--- src/rtl/prom_fetch.sv ---
// Boot-ROM backed microcode PROM: on a tag miss, reads seven bytes from a byte-wide ROM
// and assembles them into a 49-bit microinstruction word, with a single-entry tag cache.
module prom_fetch #(
  parameter int unsigned TIMEOUT = 255
) (
  input  logic        clk,
  input  logic        reset,
  input  logic        promce,
  input  logic [8:0]  promaddr,
  output logic [11:0] rom_addr,
  output logic        rom_rd,
  input  logic        rom_ack,
  input  logic [7:0]  rom_data,
  output logic [48:0] iprom,
  output logic        iprom_valid,
  output logic        busy,
  output logic        fault
);

  localparam logic [1:0] S_IDLE  = 2'd0;
  localparam logic [1:0] S_RD    = 2'd1;
  localparam logic [1:0] S_GAP   = 2'd2;
  localparam logic [1:0] S_FAULT = 2'd3;

  localparam logic [7:0] TMO_LAST = 8'(TIMEOUT - 1);
  localparam logic [2:0] LAST_IDX = 3'd6;

  logic [1:0]  state_q, state_d;
  logic [8:0]  waddr_q, waddr_d;
  logic [2:0]  idx_q, idx_d;
  logic [7:0]  tmo_q, tmo_d;
  logic [47:0] shadow_q, shadow_d;
  logic [48:0] iprom_q, iprom_d;
  logic        ipv_q, ipv_d;
  logic [8:0]  tag_q, tag_d;
  logic        tagv_q, tagv_d;
  logic [11:0] rom_addr_q, rom_addr_d;
  logic        fault_q, fault_d;
  logic        hit_s;

  assign hit_s = promce & tagv_q & (promaddr == tag_q);

  // Next-state and datapath decode for the fetch sequencer.
  always_comb begin
    state_d    = state_q;
    waddr_d    = waddr_q;
    idx_d      = idx_q;
    tmo_d      = tmo_q;
    shadow_d   = shadow_q;
    iprom_d    = iprom_q;
    ipv_d      = ipv_q;
    tag_d      = tag_q;
    tagv_d     = tagv_q;
    rom_addr_d = rom_addr_q;
    fault_d    = fault_q;
    case (state_q)
      S_IDLE: begin
        if (promce && !hit_s) begin
          waddr_d    = promaddr;
          idx_d      = 3'd0;
          tmo_d      = 8'd0;
          ipv_d      = 1'b0;
          rom_addr_d = {promaddr, 3'd0};
          state_d    = S_RD;
        end else begin
          state_d = S_IDLE;
        end
      end
      S_RD: begin
        if (rom_ack) begin
          tmo_d = 8'd0;
          if (idx_q < LAST_IDX) begin
            shadow_d[int'(idx_q) * 8 +: 8] = rom_data;
            idx_d   = idx_q + 3'd1;
            state_d = S_GAP;
          end else begin
            // Only bit 0 of the seventh byte belongs to the 49-bit word.
            iprom_d = {rom_data[0], shadow_q};
            tag_d   = waddr_q;
            tagv_d  = 1'b1;
            ipv_d   = 1'b1;
            state_d = S_IDLE;
          end
        end else if (tmo_q == TMO_LAST) begin
          fault_d = 1'b1;
          ipv_d   = 1'b0;
          tagv_d  = 1'b0;
          state_d = S_FAULT;
        end else begin
          tmo_d = tmo_q + 8'd1;
        end
      end
      S_GAP: begin
        // Address advances only as the strobe reasserts, so it is stable while rom_rd is low.
        rom_addr_d = {waddr_q, idx_q};
        tmo_d      = 8'd0;
        state_d    = S_RD;
      end
      S_FAULT: begin
        if (!promce) begin
          fault_d = 1'b0;
          state_d = S_IDLE;
        end else begin
          state_d = S_FAULT;
        end
      end
      default: begin
        state_d = S_IDLE;
      end
    endcase
  end

  // State and datapath registers.
  always_ff @(posedge clk or posedge reset) begin
    if (reset) begin
      state_q    <= S_IDLE;
      waddr_q    <= 9'd0;
      idx_q      <= 3'd0;
      tmo_q      <= 8'd0;
      shadow_q   <= 48'd0;
      iprom_q    <= 49'd0;
      ipv_q      <= 1'b0;
      tag_q      <= 9'd0;
      tagv_q     <= 1'b0;
      rom_addr_q <= 12'd0;
      fault_q    <= 1'b0;
    end else begin
      state_q    <= state_d;
      waddr_q    <= waddr_d;
      idx_q      <= idx_d;
      tmo_q      <= tmo_d;
      shadow_q   <= shadow_d;
      iprom_q    <= iprom_d;
      ipv_q      <= ipv_d;
      tag_q      <= tag_d;
      tagv_q     <= tagv_d;
      rom_addr_q <= rom_addr_d;
      fault_q    <= fault_d;
    end
  end

  assign rom_rd      = (state_q == S_RD);
  assign busy        = (state_q == S_RD) | (state_q == S_GAP);
  assign rom_addr    = rom_addr_q;
  assign iprom       = iprom_q;
  assign iprom_valid = ipv_q;
  assign fault       = fault_q;

endmodule

--- config.mk ---
export PLATFORM = sky130hd
export DESIGN_NAME = prom_fetch
export DESIGN_NICKNAME = d
export VERILOG_FILES = /design/src/rtl/prom_fetch.sv
export SDC_FILE = /design/constraint.sdc
export NUM_CORES = 1
export LEC_CHECK = 0
export ABC_AREA = 1
export CAP_MARGIN = 20
export CORE_MARGIN = 2
export CORE_UTILIZATION = 61
export CTS_BUF_LIST = sky130_fd_sc_hd__clkbuf_2 sky130_fd_sc_hd__clkbuf_4 sky130_fd_sc_hd__clkbuf_8
export DETAILED_ROUTE_END_ITERATION = 16
export PLACE_DENSITY = 0.95
export SLEW_MARGIN = 20
export SYNTH_ARGS = -nofsm -noshare
export SYNTH_HDL_FRONTEND = slang
export SYNTH_SLANG_ARGS = --single-unit
export TNS_END_PERCENT = 30
--- constraint.sdc ---
create_clock -name clk -period 8.66 [get_ports clk]
set_input_delay 0.866 -clock clk [delete_from_list [all_inputs] [get_ports clk]]
set_output_delay 0.866 -clock clk [all_outputs]
set_load 0.01 [all_outputs]
==> flow_summary.yaml <==
clock_tree:
  clock_sinks: 143
  root_buffer: "clkbuf_8"
  cts_tree: "done"
  cts_buffers: 17
  cts-hold-fix-buffers: 0
  cts.path.max_buffers: 2
  post_cts_buffers: 0
  cts_max_level: 4
  post_cts_resized: 0
  clk_pin_slew_ns: 0.07
  clock_latency_ns: 0.45
route:
  antenna_left: 0
  wl_met3_um: 1020
  wl_um: 15100
  vias: 5326
  via_per_inst: 5.64
  wl_met2_um: 7470
  wl_per_cell_um: 16.0
  first_pass_iters: 7
  drt_iter0_drc: 343
  dr.max_layer_used: "met4"
  drc: 0
  met1_length_um: 6100
grt:
  grt_pass1_wl_um: 25000
  grt_pass1_vias: 5132
  grtUsageTotal_pct: 28.8
  antenna_found_initial: 0
  grt-ovfl-total: 0
  grt_max_degree: 85
synth:
  avgSynthCellArea_um2: 8.60
  synth_cells: 718
  syn_nets: 748
  ys_seq_area_share_pct: 57.9
  synth_compound_area_share_pct: 8.81
  ys_seq_elements: 143
  netlist_area_um2: 6180
  synth_cell_type_count: 30
  synth-simple-area-share_pct: 24.9
  synth_xor_xnor_area_share_pct: 0.284
  synth.area.mux_share_pct: 0
  ys.warnings.count: 0
  synth-adder-area-share_pct: 1.82
  synth_top_family_by_area: "simple AND/OR/NAND/NOR gates"
floorplan:
  fp.dieArea_um2: 10900
  core_area_um2: 9820
  pin_count: 86
  num_rows: 36
  die_y_um: 105
  start_util_pct: 62.9
  die_width_um: 105
placed_design:
  io_buffers: 85
  dpl.cell_count: 913
  dpl_cell_area_um2: 7090
  routabilityCongestion: 0.866
  preCtsSetupSlack_ns: 5.30
  dp_hpwl_um: 9870
worst_setup_path:
  path_buf_inv: 2
  slowest_stage: "nand3_1"
  cp_top_family: "simple AND/OR/NAND/NOR gates"
  required_ns: 9.04
  worst_setup_path_end_kind: "register"
  cp.arrival_ns: 3.40
  critPathMostFrequentCell: "nand2_1"
  startpoint_type: "input port"
  critical_path_class: "in -> reg"
  cp_slowest_stage_delay_ns: 0.74
  crit_path_cell_trace: "clkdlybuf4s50_1 -> inv_1 -> nand2_1 -> nand2_1 -> nand3_1 -> nor2_1 -> nand2_1 -> nand3_1 -> nand2_1 -> nand2_1 -> nand2_1"
  crit_path_max_fanout: 31
min_path:
  hold_class: "reg -> reg"
timing:
  grt_setup_unrepaired: "no"
  setup_slack_ns: 5.63
  fin_tns_setup_ns: 0
  slew_headroom_pct: 29.9
  period_share_pct: 35.0
  maxClockFrequency_mhz: 330
  final_max_slew_viol_count: 0
  skew_ns: 0.0107
  period_minus_slack_ns: 3.03
  tightest_slew_ns: 1.05
  setup_violations: 0
  finalHoldViolations: 0
pwr:
  powerDensity_nw_per_um2: 270
  power.leakage_nw: 3.86
  peakVddDrop_v: 0.000138
cells_and_area:
  final_cells: 945
  syn2layout_area_growth_pct: 21.8
  layout_common_cells: "nand2_1 (273), dfrtp_1 (143), clkdlybuf4s50_1 (85), o21ai_0 (66), inv_1 (64)"
  final_core_util_pct: 76.6
  stdcell_area_um2: 7520
  finalNetCount: 829
  layout.cells.most_common: "nand2_1"
  antennaDiodeCount: 0
  drive_gt1_share_pct: 7.39
run:
  maxCapViolations: 0
outcome:
  outcome: "completed"
[stage by stage]
| step | power [mW] | hold WS, ns |
|---|---|---|
| after floorplan | 1.24 | 0.436 |
| after global placement | 1.40 | 0.454 |
| after detailed placement | 1.44 | 0.458 |
| after CTS | 2.02 | 0.476 |
| after global routing | 2.13 | 0.501 |
| final | 2.03 | 0.472 |
[final timing paths]
path	depth (start not counted)	startpoint	end	slack, ns
worst max-delay path	11	promaddr[7]	rom_addr[6]$_DFFE_PP0P_	5.63
worst min-delay path	2	iprom[29]$_DFFE_PP0P_	iprom[29]$_DFFE_PP0P_	0.47
worst max register to register	8	state_q[1]$_DFFE_PP0N_	iprom[17]$_DFFE_PP0P_	5.99
worst min register to register	2	iprom[29]$_DFFE_PP0P_	iprom[29]$_DFFE_PP0P_	0.47
max in group asynchronous	3	reset	shadow_q[28]$_DFFE_PP0P_	6.48
min in group asynchronous	2	reset	waddr_q[4]$_DFFE_PP0P_	0.90
[synth_stat cells]
| cell type | instances | area [um^2] |
|---|---|---|
| nand3_1 | 36 | 180 |
| a21oi_1 | 15 | 75.1 |
| o41ai_1 | 3 | 26.3 |
| o21ai_0 | 66 | 330 |
| or2_2 | 1 | 6.26 |
| nand2_4 | 1 | 11.3 |
| nor3_1 | 1 | 5.00 |
| inv_1 | 65 | 244 |
| o22ai_1 | 4 | 25.0 |
| buf_4 | 1 | 7.51 |
| buf_6 | 4 | 45.0 |
| or4_4 | 1 | 11.3 |
| nand2_1 | 273 | 1020 |
| inv_2 | 3 | 11.3 |
| nor2_2 | 2 | 12.5 |
| clkbuf_1 | 18 | 67.6 |
| nor2_8 | 1 | 20.0 |
| nand2_2 | 5 | 31.3 |
| nor4_1 | 3 | 18.8 |
| buf_2 | 2 | 10.0 |
| ha_1 | 9 | 113 |
| xor2_1 | 1 | 8.76 |
| nor2_4 | 3 | 33.8 |
| a21o_1 | 1 | 7.51 |
| dfrtp_1 | 143 | 3580 |
| o21ai_1 | 2 | 10.0 |
| o21ai_2 | 8 | 70.1 |
| nand4_1 | 6 | 37.5 |
| nor2_1 | 39 | 146 |
| xnor2_1 | 1 | 8.76 |
[registers in the layout (all words and copies together), names as in the netlist, 2 cells and up]
register  flops
rom_addr     12
tag_q         9
waddr_q       9
shadow_q     48
iprom        49
state_q       2
idx_q         3
tmo_q         8
[report_power, final]
group	total [mW]	internal [mW]	switching [mW]
registers	0.909	0.811	0.0985
logic	0.549	0.205	0.345
clock network	0.570	0.322	0.248
total	2.03	1.34	0.691
[worst min-delay path, delay by kind of cell (launching register included)]
kind          cells  cell delay, ns
simple gates      2            0.09
flops             1            0.34
[final cells by class]
cell class | instances | area, um^2
sequential | 143 | 3580
fill | 659 | 2290
multi-input combinational | 482 | 2220
timing repair buffer | 87 | 866
clock buffer | 23 | 304
inverter | 68 | 260
tap | 133 | 166
clock inverter | 9 | 131
[routing by layer]
layer | track usage, % | up-vias
met5 | 0 | -
met4 | 12.2 | 0
met3 | 6.92 | 58
met2 | 46.5 | 255
met1 | 37.6 | 2580
li1 | - | 2433
[kinds of logic (layout without fill, tap and decap cells)]
kind of cell | Yosys count | in the layout
compound gates | 99 | 99
fa+ha+maj | 9 | 9
simple gates | 372 | 372
buf+inv | 93 | 187
xor+xnor | 2 | 2
flops | 143 | 143
Power figures use the tool's default switching activity.
